===== config.mk =====
export PLATFORM = sky130hd
export DESIGN_NAME = multicycle_ctrl
export DESIGN_NICKNAME = d
export VERILOG_FILES = /design/src/rtl/multicycle_ctrl_pkg.sv /design/src/rtl/mem_wait_timer.sv /design/src/rtl/multicycle_ctrl.sv
export SDC_FILE = /design/constraint.sdc
export NUM_CORES = 1
export LEC_CHECK = 0
export ABC_AREA = 1
export BUFFER_PORTS_ARGS = -buffer_cell sky130_fd_sc_hd__buf_2
export CORE_ASPECT_RATIO = 1.4
export CORE_UTILIZATION = 45
export CTS_CLUSTER_SIZE = 40
export DETAILED_ROUTE_END_ITERATION = 12
export PLACE_DENSITY = 0.67
export SYNTH_ARGS = -nofsm -noshare
export SYNTH_HDL_FRONTEND = slang
export SYNTH_SLANG_ARGS = --single-unit
export TNS_END_PERCENT = 10

===== constraint.sdc =====
create_clock -name clk -period 5 [get_ports clk]
set_clock_uncertainty 0.15 [all_clocks]
set_input_delay 1.5 -clock clk [delete_from_list [all_inputs] [get_ports clk]]
set_output_delay 1.5 -clock clk [all_outputs]
set_load 0.01 [all_outputs]

===== src/rtl/multicycle_ctrl_pkg.sv =====
// Shared encodings for the multicycle sequencer: bus modes, opcodes, states and control payload.
package multicycle_ctrl_pkg;

    localparam int unsigned OPC_W    = 4;
    localparam int unsigned ALU_OP_W = 3;
    localparam int unsigned MODE_W   = 2;
    localparam int unsigned STATE_W  = 5;

    localparam logic [MODE_W-1:0] BM_IDLE   = 2'b00;
    localparam logic [MODE_W-1:0] BM_LOAD   = 2'b01;
    localparam logic [MODE_W-1:0] BM_DRIVE  = 2'b10;
    localparam logic [MODE_W-1:0] MEM_READ  = 2'b01;
    localparam logic [MODE_W-1:0] MEM_WRITE = 2'b10;

    localparam logic [OPC_W-1:0] OPC_LD   = 4'd8;
    localparam logic [OPC_W-1:0] OPC_ST   = 4'd9;
    localparam logic [OPC_W-1:0] OPC_LI   = 4'd10;
    localparam logic [OPC_W-1:0] OPC_JZ   = 4'd11;
    localparam logic [OPC_W-1:0] OPC_HALT = 4'd15;

    // Order is visible on StateDbg.
    typedef enum logic [STATE_W-1:0] {
        S_RESET_PC, S_FETCH_MAR, S_FETCH_MEM, S_FETCH_IR, S_DECODE,
        S_ALU_A, S_ALU_B, S_ALU_WB,
        S_LD_ADDR, S_LD_MEM, S_LD_WB,
        S_ST_ADDR, S_ST_DATA, S_ST_MEM,
        S_LI_INC, S_LI_MAR, S_LI_MEM, S_LI_WB,
        S_JZ_TEST, S_JZ_LOAD, S_INCPC, S_HALT, S_FAULT
    } state_e;

    typedef struct packed {
        logic [MODE_W-1:0]   pc_bus;
        logic [MODE_W-1:0]   ir_bus;
        logic [MODE_W-1:0]   x_bus;
        logic [MODE_W-1:0]   y_bus;
        logic [MODE_W-1:0]   z_bus;
        logic [MODE_W-1:0]   mar_bus;
        logic [MODE_W-1:0]   mdr_bus;
        logic [MODE_W-1:0]   mdr_mem;
        logic [MODE_W-1:0]   mem;
        logic [MODE_W-1:0]   reg_mode;
        logic                pc_inc;
        logic                pc_reset;
        logic [ALU_OP_W-1:0] alu_op;
        logic                halted;
        logic                fault;
    } ctrl_t;

    function automatic ctrl_t ctrl_reset();
        ctrl_t c;
        c = '0;
        c.pc_reset = 1'b1;
        return c;
    endfunction

    function automatic logic is_mem_state(input state_e s);
        return (s == S_FETCH_MEM) || (s == S_LD_MEM) || (s == S_ST_MEM) || (s == S_LI_MEM);
    endfunction

    // Memory states hold until ready, or give up once the wait budget is spent.
    function automatic state_e mem_next(input state_e cur, input state_e done,
                                        input logic ready, input logic timeout);
        if (ready)        return done;
        else if (timeout) return S_FAULT;
        else              return cur;
    endfunction

endpackage


===== src/rtl/mem_wait_timer.sv =====
// Wait-state counter for one memory access; timeout flags that the count has reached MAX_COUNT.
module mem_wait_timer #(
    parameter int unsigned MAX_COUNT = 15
) (
    input  logic clk,
    input  logic reset,
    input  logic clr,
    input  logic en,
    output logic timeout
);

    localparam int unsigned CNT_W = (MAX_COUNT < 1) ? 1 : $clog2(MAX_COUNT + 1);
    localparam logic [CNT_W-1:0] CNT_MAX = CNT_W'(MAX_COUNT);

    logic [CNT_W-1:0] count_q;
    logic [CNT_W-1:0] count_nxt;

    always_comb begin
        count_nxt = count_q;
        if (clr) begin
            count_nxt = '0;
        end else if (en && (count_q != CNT_MAX)) begin
            count_nxt = count_q + CNT_W'(1);
        end
    end

    // timeout is registered alongside the count so it always mirrors count_q == CNT_MAX.
    always_ff @(posedge clk or negedge reset) begin
        if (!reset) begin
            count_q <= '0;
            timeout <= (CNT_MAX == '0);
        end else begin
            count_q <= count_nxt;
            timeout <= (count_nxt == CNT_MAX);
        end
    end

endmodule


===== src/rtl/multicycle_ctrl.sv =====
// Multicycle sequencer for the IDIOT datapath: fetch/decode plus per-opcode micro-sequences
// driving every bus-mode control, with memory wait handling, halt and fault.
module multicycle_ctrl
    import multicycle_ctrl_pkg::*;
#(
    parameter int unsigned WORD_W       = 16,
    parameter int unsigned REG_ADDR_W   = 6,
    parameter int unsigned MEM_WAIT_MAX = 15
) (
    input  logic                  clk,
    input  logic                  reset,
    input  logic [WORD_W-1:0]     ir,
    input  logic                  BusZero,
    input  logic                  MemReady,
    output logic [1:0]            PCBusMode,
    output logic [1:0]            IRBusMode,
    output logic [1:0]            XBusMode,
    output logic [1:0]            YBusMode,
    output logic [1:0]            ZBusMode,
    output logic [1:0]            MARBusMode,
    output logic [1:0]            MDRBusMode,
    output logic [1:0]            MDRMemMode,
    output logic [1:0]            MemMode,
    output logic [1:0]            RegMode,
    output logic                  PCInc,
    output logic                  PCReset,
    output logic [2:0]            ALUOp,
    output logic [REG_ADDR_W-1:0] RegAddr,
    output logic                  Halted,
    output logic                  Fault,
    output logic [4:0]            StateDbg
);

    state_e                state_q;
    state_e                state_nxt;
    logic [OPC_W-1:0]      opc_q,  opc_nxt;
    logic [REG_ADDR_W-1:0] d_q,    d_nxt;
    logic [REG_ADDR_W-1:0] s_q,    s_nxt;
    ctrl_t                 ctrl_q, ctrl_nxt;
    logic [REG_ADDR_W-1:0] reg_addr_q, reg_addr_nxt;
    logic                  in_mem;
    logic                  wait_clr;
    logic                  wait_en;
    logic                  wait_timeout;

    assign in_mem   = is_mem_state(state_q);
    assign wait_en  = in_mem && !MemReady;
    assign wait_clr = !in_mem || MemReady;

    mem_wait_timer #(
        .MAX_COUNT (MEM_WAIT_MAX)
    ) u_wait (
        .clk     (clk),
        .reset   (reset),
        .clr     (wait_clr),
        .en      (wait_en),
        .timeout (wait_timeout)
    );

    // Instruction fields are captured only in DECODE; ir is ignored everywhere else.
    always_comb begin
        opc_nxt = opc_q;
        d_nxt   = d_q;
        s_nxt   = s_q;
        if (state_q == S_DECODE) begin
            opc_nxt = ir[WORD_W-1 -: OPC_W];
            d_nxt   = ir[2*REG_ADDR_W-1 : REG_ADDR_W];
            s_nxt   = ir[REG_ADDR_W-1:0];
        end
    end

    always_ff @(posedge clk or negedge reset) begin
        if (!reset) begin
            state_q    <= S_RESET_PC;
            opc_q      <= '0;
            d_q        <= '0;
            s_q        <= '0;
            ctrl_q     <= ctrl_reset();
            reg_addr_q <= '0;
        end else begin
            state_q    <= state_nxt;
            opc_q      <= opc_nxt;
            d_q        <= d_nxt;
            s_q        <= s_nxt;
            ctrl_q     <= ctrl_nxt;
            reg_addr_q <= reg_addr_nxt;
        end
    end

    always_comb begin
        state_nxt = state_q;
        case (state_q)
            S_RESET_PC:  state_nxt = S_FETCH_MAR;
            S_FETCH_MAR: state_nxt = S_FETCH_MEM;
            S_FETCH_MEM: state_nxt = mem_next(state_q, S_FETCH_IR, MemReady, wait_timeout);
            S_FETCH_IR:  state_nxt = S_DECODE;
            S_DECODE: begin
                if (!opc_nxt[OPC_W-1]) begin
                    state_nxt = S_ALU_A;
                end else begin
                    case (opc_nxt)
                        OPC_LD:   state_nxt = S_LD_ADDR;
                        OPC_ST:   state_nxt = S_ST_ADDR;
                        OPC_LI:   state_nxt = S_LI_INC;
                        OPC_JZ:   state_nxt = S_JZ_TEST;
                        OPC_HALT: state_nxt = S_HALT;
                        default:  state_nxt = S_FAULT;
                    endcase
                end
            end
            S_ALU_A:     state_nxt = S_ALU_B;
            S_ALU_B:     state_nxt = S_ALU_WB;
            S_ALU_WB:    state_nxt = S_INCPC;
            S_LD_ADDR:   state_nxt = S_LD_MEM;
            S_LD_MEM:    state_nxt = mem_next(state_q, S_LD_WB, MemReady, wait_timeout);
            S_LD_WB:     state_nxt = S_INCPC;
            S_ST_ADDR:   state_nxt = S_ST_DATA;
            S_ST_DATA:   state_nxt = S_ST_MEM;
            S_ST_MEM:    state_nxt = mem_next(state_q, S_INCPC, MemReady, wait_timeout);
            S_LI_INC:    state_nxt = S_LI_MAR;
            S_LI_MAR:    state_nxt = S_LI_MEM;
            S_LI_MEM:    state_nxt = mem_next(state_q, S_LI_WB, MemReady, wait_timeout);
            S_LI_WB:     state_nxt = S_INCPC;
            S_JZ_TEST:   state_nxt = BusZero ? S_JZ_LOAD : S_INCPC;
            S_JZ_LOAD:   state_nxt = S_FETCH_MAR;
            S_INCPC:     state_nxt = S_FETCH_MAR;
            S_HALT:      state_nxt = S_HALT;
            S_FAULT:     state_nxt = S_FAULT;
            default:     state_nxt = S_FAULT;
        endcase
    end

    // Controls are decoded from the upcoming state so the registered outputs line up with state_q.
    always_comb begin
        ctrl_nxt        = '0;
        reg_addr_nxt    = '0;
        ctrl_nxt.alu_op = opc_nxt[ALU_OP_W-1:0];
        case (state_nxt)
            S_RESET_PC: ctrl_nxt.pc_reset = 1'b1;
            S_FETCH_MAR, S_LI_MAR: begin
                ctrl_nxt.pc_bus  = BM_DRIVE;
                ctrl_nxt.mar_bus = BM_LOAD;
            end
            S_FETCH_MEM, S_LD_MEM, S_LI_MEM: begin
                ctrl_nxt.mem     = MEM_READ;
                ctrl_nxt.mdr_mem = BM_LOAD;
            end
            S_FETCH_IR: begin
                ctrl_nxt.mdr_bus = BM_DRIVE;
                ctrl_nxt.ir_bus  = BM_LOAD;
            end
            S_ALU_A: begin
                ctrl_nxt.reg_mode = BM_DRIVE;
                ctrl_nxt.x_bus    = BM_LOAD;
                reg_addr_nxt      = d_nxt;
            end
            S_ALU_B: begin
                ctrl_nxt.reg_mode = BM_DRIVE;
                ctrl_nxt.y_bus    = BM_LOAD;
                reg_addr_nxt      = s_nxt;
            end
            S_ALU_WB: begin
                ctrl_nxt.z_bus    = BM_DRIVE;
                ctrl_nxt.reg_mode = BM_LOAD;
                reg_addr_nxt      = d_nxt;
            end
            S_LD_ADDR: begin
                ctrl_nxt.reg_mode = BM_DRIVE;
                ctrl_nxt.mar_bus  = BM_LOAD;
                reg_addr_nxt      = s_nxt;
            end
            S_LD_WB, S_LI_WB: begin
                ctrl_nxt.mdr_bus  = BM_DRIVE;
                ctrl_nxt.reg_mode = BM_LOAD;
                reg_addr_nxt      = d_nxt;
            end
            S_ST_ADDR: begin
                ctrl_nxt.reg_mode = BM_DRIVE;
                ctrl_nxt.mar_bus  = BM_LOAD;
                reg_addr_nxt      = d_nxt;
            end
            S_ST_DATA: begin
                ctrl_nxt.reg_mode = BM_DRIVE;
                ctrl_nxt.mdr_bus  = BM_LOAD;
                reg_addr_nxt      = s_nxt;
            end
            S_ST_MEM: begin
                ctrl_nxt.mdr_mem = BM_DRIVE;
                ctrl_nxt.mem     = MEM_WRITE;
            end
            S_LI_INC, S_INCPC: ctrl_nxt.pc_inc = 1'b1;
            S_JZ_TEST: begin
                ctrl_nxt.reg_mode = BM_DRIVE;
                reg_addr_nxt      = s_nxt;
            end
            S_JZ_LOAD: begin
                ctrl_nxt.reg_mode = BM_DRIVE;
                ctrl_nxt.pc_bus   = BM_LOAD;
                reg_addr_nxt      = d_nxt;
            end
            S_HALT:  ctrl_nxt.halted = 1'b1;
            S_FAULT: ctrl_nxt.fault  = 1'b1;
            default: ;
        endcase
        // ALUOp is held only across the ALU micro-sequence.
        if (!((state_nxt == S_ALU_A) || (state_nxt == S_ALU_B) || (state_nxt == S_ALU_WB))) begin
            ctrl_nxt.alu_op = '0;
        end
    end

    assign PCBusMode  = ctrl_q.pc_bus;
    assign IRBusMode  = ctrl_q.ir_bus;
    assign XBusMode   = ctrl_q.x_bus;
    assign YBusMode   = ctrl_q.y_bus;
    assign ZBusMode   = ctrl_q.z_bus;
    assign MARBusMode = ctrl_q.mar_bus;
    assign MDRBusMode = ctrl_q.mdr_bus;
    assign MDRMemMode = ctrl_q.mdr_mem;
    assign MemMode    = ctrl_q.mem;
    assign RegMode    = ctrl_q.reg_mode;
    assign PCInc      = ctrl_q.pc_inc;
    assign PCReset    = ctrl_q.pc_reset;
    assign ALUOp      = ctrl_q.alu_op;
    assign RegAddr    = reg_addr_q;
    assign Halted     = ctrl_q.halted;
    assign Fault      = ctrl_q.fault;
    assign StateDbg   = state_q;

endmodule


-- Yosys cells after proc, flatten, opt, wreduce, memory -nomap -nowiden
Index checks and enable logic that the tools add are counted.
- logic and storage cells: 124
- bits in read-only memories: 0
- bits in latches: 0
- flip-flop bits (word level): 59
- bits in writable memories: 0
- output and inout port bits: 38
- memories kept: 0
- bitwise gates (word level): 0
- muxes and demuxes: 29
- order comparisons: 0
- add/sub/neg operators: 1
- multipliers: 0
- divide/modulo/power cells: 0
- eq/ne operators: 49
- reduce and logical (&&, ||, !) cells: 23
- shifts and indexed selects: 0
- operators by type and width (cell ; number):
    5-bit case mux with 18 select lines ; 1
    5-bit by 4-bit == test with 1-bit output, second input constant ; 16
    5-bit == test, second input constant ; 13
    5-bit by 3-bit == test with 1-bit output, second input constant ; 7
    5-bit two-way mux ; 6
    5-bit case mux with 5 select lines ; 1
    4-bit == test, second input constant ; 6
    5-bit by 2-bit == test with 1-bit output, second input constant ; 4
    3-bit OR reduction ; 5
    4-bit two-way mux ; 3
    6-bit two-way mux ; 2
    2-bit case mux with 2 select lines ; 3
    6-bit case mux with 2 select lines ; 1
    5-bit by 1-bit == test with 1-bit output, second input constant ; 2
    5-bit zero test ; 2
    1-bit two-way mux ; 8
    4-bit case mux with 2 select lines ; 1
    4-bit OR reduction ; 2
    7-bit OR reduction ; 1
    1-bit logical OR ; 6
    3-bit two-way mux ; 2
    6-bit OR reduction ; 1
    4-bit by 1-bit adder with 4-bit output, second input constant ; 1
    4-bit inequality test, second input constant ; 1
    other kinds (4) ; 7

-- Logic depth before layout (Yosys ltp)
- depth in word-level cells: 10
- depth in mapped cells: 17
- gate-level depth less buffers: 17

-- By module
A second synthesis with hierarchy kept.
- cells, all modules: 362
- area, all modules: 2760.1 µm²
- by module, submodules not included (module ; area each (µm²) ; sequential area each (µm²) ; cells each ; instances):
    multicycle_ctrl ; 2486.1 ; 1177.4 ; 326 ; 1
    mem_wait_timer ; 274.0 ; 125.1 ; 36 ; 1

-- Worst setup path after synthesis
Ideal clock, no wire load.
- path kind: input port to flip-flop
- from: input ir[15]
- to: register reg_addr_q[2], in the netlist RegAddr[2]
- path buffers: 0
- stages on the path: 13
- data required time: 4.730 ns
- arrival: 2.595 ns
- slack: 2.135 ns
- cells stage by stage: inv_1 > nand3_1 > nand2_1 > nor2_1 > nand2_1 > nand3_1 > inv_1 > nor2_4 > nor2_4 > nand2_2 > nand2_2 > o21ai_0 > nand2_1
- word-level cells in the longest chain between the ends: 8
- elaborated cells on any way between the ends: 22
- classes of those cells: eq/ne (15); mux (5); reduce/logical (2)
- ends and longest elaborated chain (what ; RTL line ; RTL):
    start: declaration ; multicycle_ctrl.sv:12 ; input logic [WORD_W-1:0] ir,
    4-bit two-way mux * ; multicycle_ctrl.sv:65 ; if (state_q == S_DECODE) begin
    4-bit == test ; multicycle_ctrl.sv:101 ; case (opc_nxt)
    5-bit case mux with 5 select lines ; multicycle_ctrl.sv:101 ;
    5-bit two-way mux * ; multicycle_ctrl.sv:98 ; if (!opc_nxt[OPC_W-1]) begin
    5-bit case mux with 18 select lines * ; multicycle_ctrl.sv:92 ; case (state_q)
    5-bit by 3-bit == test with 1-bit output (tied with other cells) ; multicycle_ctrl.sv:138 ; case (state_nxt)
    6-bit OR reduction (no line) / 4-bit OR reduction (equally long branches) ; n/a ;
    6-bit case mux with 2 select lines * ; multicycle_ctrl.sv:138 ;
    net reg_addr_nxt[2] ; multicycle_ctrl.sv:40 ; logic [REG_ADDR_W-1:0] reg_addr_q, reg_addr_nxt;
    end signal: assignment ; multicycle_ctrl.sv:86 ; reg_addr_q <= reg_addr_nxt;
    end: declaration ; multicycle_ctrl.sv:40 ;
The timed path passes the listed nets; every way through them passes the cells marked *.

-- Worst setup path after layout
- from: register state_q[0], in the netlist StateDbg[0]
- to: register reg_addr_q[1], in the netlist RegAddr[1]
- word-level cells in the longest chain between the ends: 9
- elaborated cells on any way between the ends: 53
- classes of those cells: eq/ne (36); mux (12); reduce/logical (5)
- ends and longest elaborated chain (what ; RTL line ; RTL):
    start: declaration ; multicycle_ctrl.sv:34 ; state_e state_q;
    start signal: assignment ; multicycle_ctrl.sv:81 ; state_q <= state_nxt;
    5-bit by 3-bit == test with 1-bit output * ; multicycle_ctrl.sv:65 ;
    4-bit two-way mux * ; multicycle_ctrl.sv:65 ;
    net opc_nxt[2] ; multicycle_ctrl.sv:36 ; logic [OPC_W-1:0] opc_q, opc_nxt;
    4-bit == test ; multicycle_ctrl.sv:101 ;
    5-bit case mux with 5 select lines * ; multicycle_ctrl.sv:101 ;
    5-bit two-way mux * ; multicycle_ctrl.sv:98 ;
    5-bit case mux with 18 select lines * ; multicycle_ctrl.sv:92 ;
    net state_nxt[2] ; multicycle_ctrl.sv:35 ; state_e state_nxt;
    5-bit by 3-bit == test with 1-bit output (tied with other cells) ; multicycle_ctrl.sv:138 ;
    6-bit OR reduction (no line) / 4-bit OR reduction (equally long branches) ; n/a ;
    6-bit case mux with 2 select lines * ; multicycle_ctrl.sv:138 ;
    net reg_addr_nxt[1] ; multicycle_ctrl.sv:40 ;
Marked as above.

==> impl_results.md <==
- Outcome: completed
- Leakage: 1.84 nW
- Slew margin rel.: 47.4%
- Register area share after synthesis: 45.2%
- Initial antenna violation count: 0
- Die Ht: 96.7 µm
- CP Launch Type: flop
- Root buf cell: clkbuf_8
- DR iter-0 viols: 149
- Diode count: 0
- Starting Density: 46.4%
- Design Power: 0.683 mW
- Crit path max-delay family: simple AND/OR/NAND/NOR gates
- Fill count: 618
- Worst-path cell chain: nor2_2 > nand3_2 > nand2_1 > nand2_2 > nor2_4 > o21ai_0 > nand2_1 > nand3_2 > nor2_2 > nand3_2 > nand3_2 > nand2_1 > nand2_1
- Core area: 0.00621 mm²
- Hold Crit Class: flop to flop
- Tmin final: 3130 ps
- IO Count: 58
- Asr flop ratio synth: 100%
- Post-synth top cells: nand2_1, dfrtp_1, inv_1, nor2_1, nand3_1
- Worst hold start: d_q[0]$_DFF_PN0_
- Largest area contributor in the synthesized netlist: dfrtp_1
- Global route overflow: 0
- Library cells used by synthesis: 32
- Final ANT Viol Nets: 0
- Critical Path Start: StateDbg[0]$_DFF_PN0_
- Drt pass-1 iters: 4
- Dpl cells: 488
- Period utilization: 62.7%
- Seq cells post-synth: 52
- CTS sink count: 52
- Die area: 0.00673 mm²
- IO buf count: 52
- WHS: 337 ps
- Crit-path max cell delay: 520 ps
- NetSw: 0.156 mW
- RePlAce Congestion: 0.914
- Vias in the first global route: 2506
- Routed vias/inst: 5.06
- Switch share: 22.8%
- Combinational cell fraction of total power: 3.2%
- Synth top area share: 44.3%
- Routed len/inst: 14.0 µm
- Worst EP arrival: 3230 ps
- Latest clock arrival within the worst-skew pair: 300 ps
- Internal: 0.527 mW
- Maxcap violations: 0
- PwrDens: 211 mW/mm²
- Dpl hpwl: 5410 µm
- Multi-input logic area: 0.00130 mm²
- Post-CTS sizing: 0
- Worst-Margin Slew: 788 ps
- Setup bufs post-CTS: 0
- Critical Path End Type: flop
- Avg Inst Size Synth: 7.72 µm²
- Post-synth EDFFs: 0
- Seq pwr share: 61.6%
- Area Overhead vs Synth: 12.3%
- First-pass GRT wire length: 11700 µm
- CTS tree: yes
- H-tree depth: 2
- Vias: 2511
- Non-Filler Instances: 496
- Std cell rows: 34
- Hold buffers post-CTS: 0
- Final setup vio count: 0
- CTS clk-pin slew, worst paths: 100 ps
- CP bufs+invs: 0
- Die width: 69.6 µm
- CTS max path bufs: 2
- GRT Overall Usage: 21.8%
- Clock Power Share: 35.1%
- Worst-path maximum fanout: 21
- Largest net degree at the start of global routing: 37
- Worst EP required: 5090 ps
- Highest clock rate: 0.319 GHz
- YS warnings: 0
- Syn Inst Count: 373
- FF/Latch Area: 0.00130 mm²
- Reg2Reg Launch Point: StateDbg[0]$_DFF_PN0_
- Final WL: 6960 µm
- WS Path Type: flop to flop
- Num CTS Buffers: 5
- Cell with the most instances after synthesis: nand2_1
- Cell area after synthesis: 0.00288 mm²
- RSZ-0062 raised after global routing: false
- Final hold violation count: 0
- NumNets Final: 444
- Setup TNS: 0 ps
- Ys flop type: dfrtp_1
- Final Max Tran Viols: 0
- Area contributors post-synth: dfrtp_1, nand2_1, nand3_1
- Max VDD drop: 153 µV
- Ratio of cells with drive above 1 in the final layout: 25.7%
- DR DRC count: 0
- Slowest-stage cell, CP: dfrtp_1
-- area by class of cell --
type,count,share of cell area [%]
timing repair buffer,53,8.28
inverter,49,5.68
sequential,52,40.3
clock buffer,5,2.13
multi-input combinational,262,40.2
tap,72,2.78
clock inverter,3,0.657
-- registers in the layout (all words and copies together) (netlist names), 2 cells and up --
| signal | count |
|---|---|
| RegMode | 2 |
| RegAddr | 6 |
| d_q | 6 |
| u_wait.count_q | 4 |
| opc_q | 4 |
| s_q | 6 |
| StateDbg | 5 |
| MDRBusMode | 2 |
| PCBusMode | 2 |
| MDRMemMode | 2 |
| ALUOp | 3 |
-- placed cells by master (no fill, tap or decap), drive strengths merged --
master,instances
a31oi,1
o31ai,1
inv,48
nand3b,3
clkinv,3
dfstp,1
ha,1
a21oi,8
nand4,11
nand2,123
o21ai,14
conb,6
dfrtp,51
clkbuf,5
nor3,6
buf,53
o221ai,1
o21bai,1
nand3,38
clkinvlp,1
nor2,47
a41oi,1
-- cell families (layout without fill, tap and decap cells) --
kind of cell	Yosys count	after routing	synth area share, %
AND/OR/NAND/NOR	228	228	38.5
AO/OA/AOI/OAI	27	27	5.43
buffers and inverters	64	110	10.3
flip-flops	52	52	45.2
adder cells (fa/ha/maj)	1	1	0.434
other	1	6	0.130
-- stage by stage --
step                util, %  cell area, µm²  worst slack [ps]
floorplan                 -            2900              2130
global placement       50.6            3150              1760
detailed placement     50.6            3150              1730
CTS                    52.1            3240              1820
global route           52.1            3240              1530
finish                 52.1            3240              1870
-- power by group through the flow --
stage	Clock [mW]	Combinational, mW	Sequential [mW]
after global placement	0	0.0225	0.429
after global routing	0.265	0.0256	0.421
after floorplan	0	0.00733	0.430
after detailed placement	0	0.0227	0.429
final	0.240	0.0221	0.421
after CTS	0.250	0.0230	0.421
-- layer usage --
metal / GRT usage, % / wire [µm] / vias up / part of all wire (%)
met5: 0 / 0 / - / 0
met4: 11.1 / 279 / 0 / 4.0
met3: 3.23 / 290 / 18 / 4.2
met2: 38.1 / 3560 / 82 / 51
met1: 25.8 / 2840 / 1144 / 41
li1: - / - / 1267 / -
-- path summary, 6_finish.rpt --
check / to / slack, ps / cells after the start
setup / recovery: RegAddr[1]$_DFF_PN0_ / 1870 / 13
hold / removal: d_q[0]$_DFF_PN0_ / 340 / 2
setup reg to reg: RegAddr[1]$_DFF_PN0_ / 1870 / 13
hold reg to reg: d_q[0]$_DFF_PN0_ / 340 / 2
max in group asynchronous: d_q[5]$_DFF_PN0_ / 2840 / 2
min in group asynchronous: opc_q[2]$_DFF_PN0_ / 1120 / 1
-- tightest hold or removal path, stage by stage, from the launching register on --
cell and delay (ps):
dfrtp_1 330, nand2_1 50, nand2_1 80
(Power assumes the default switching activity.)
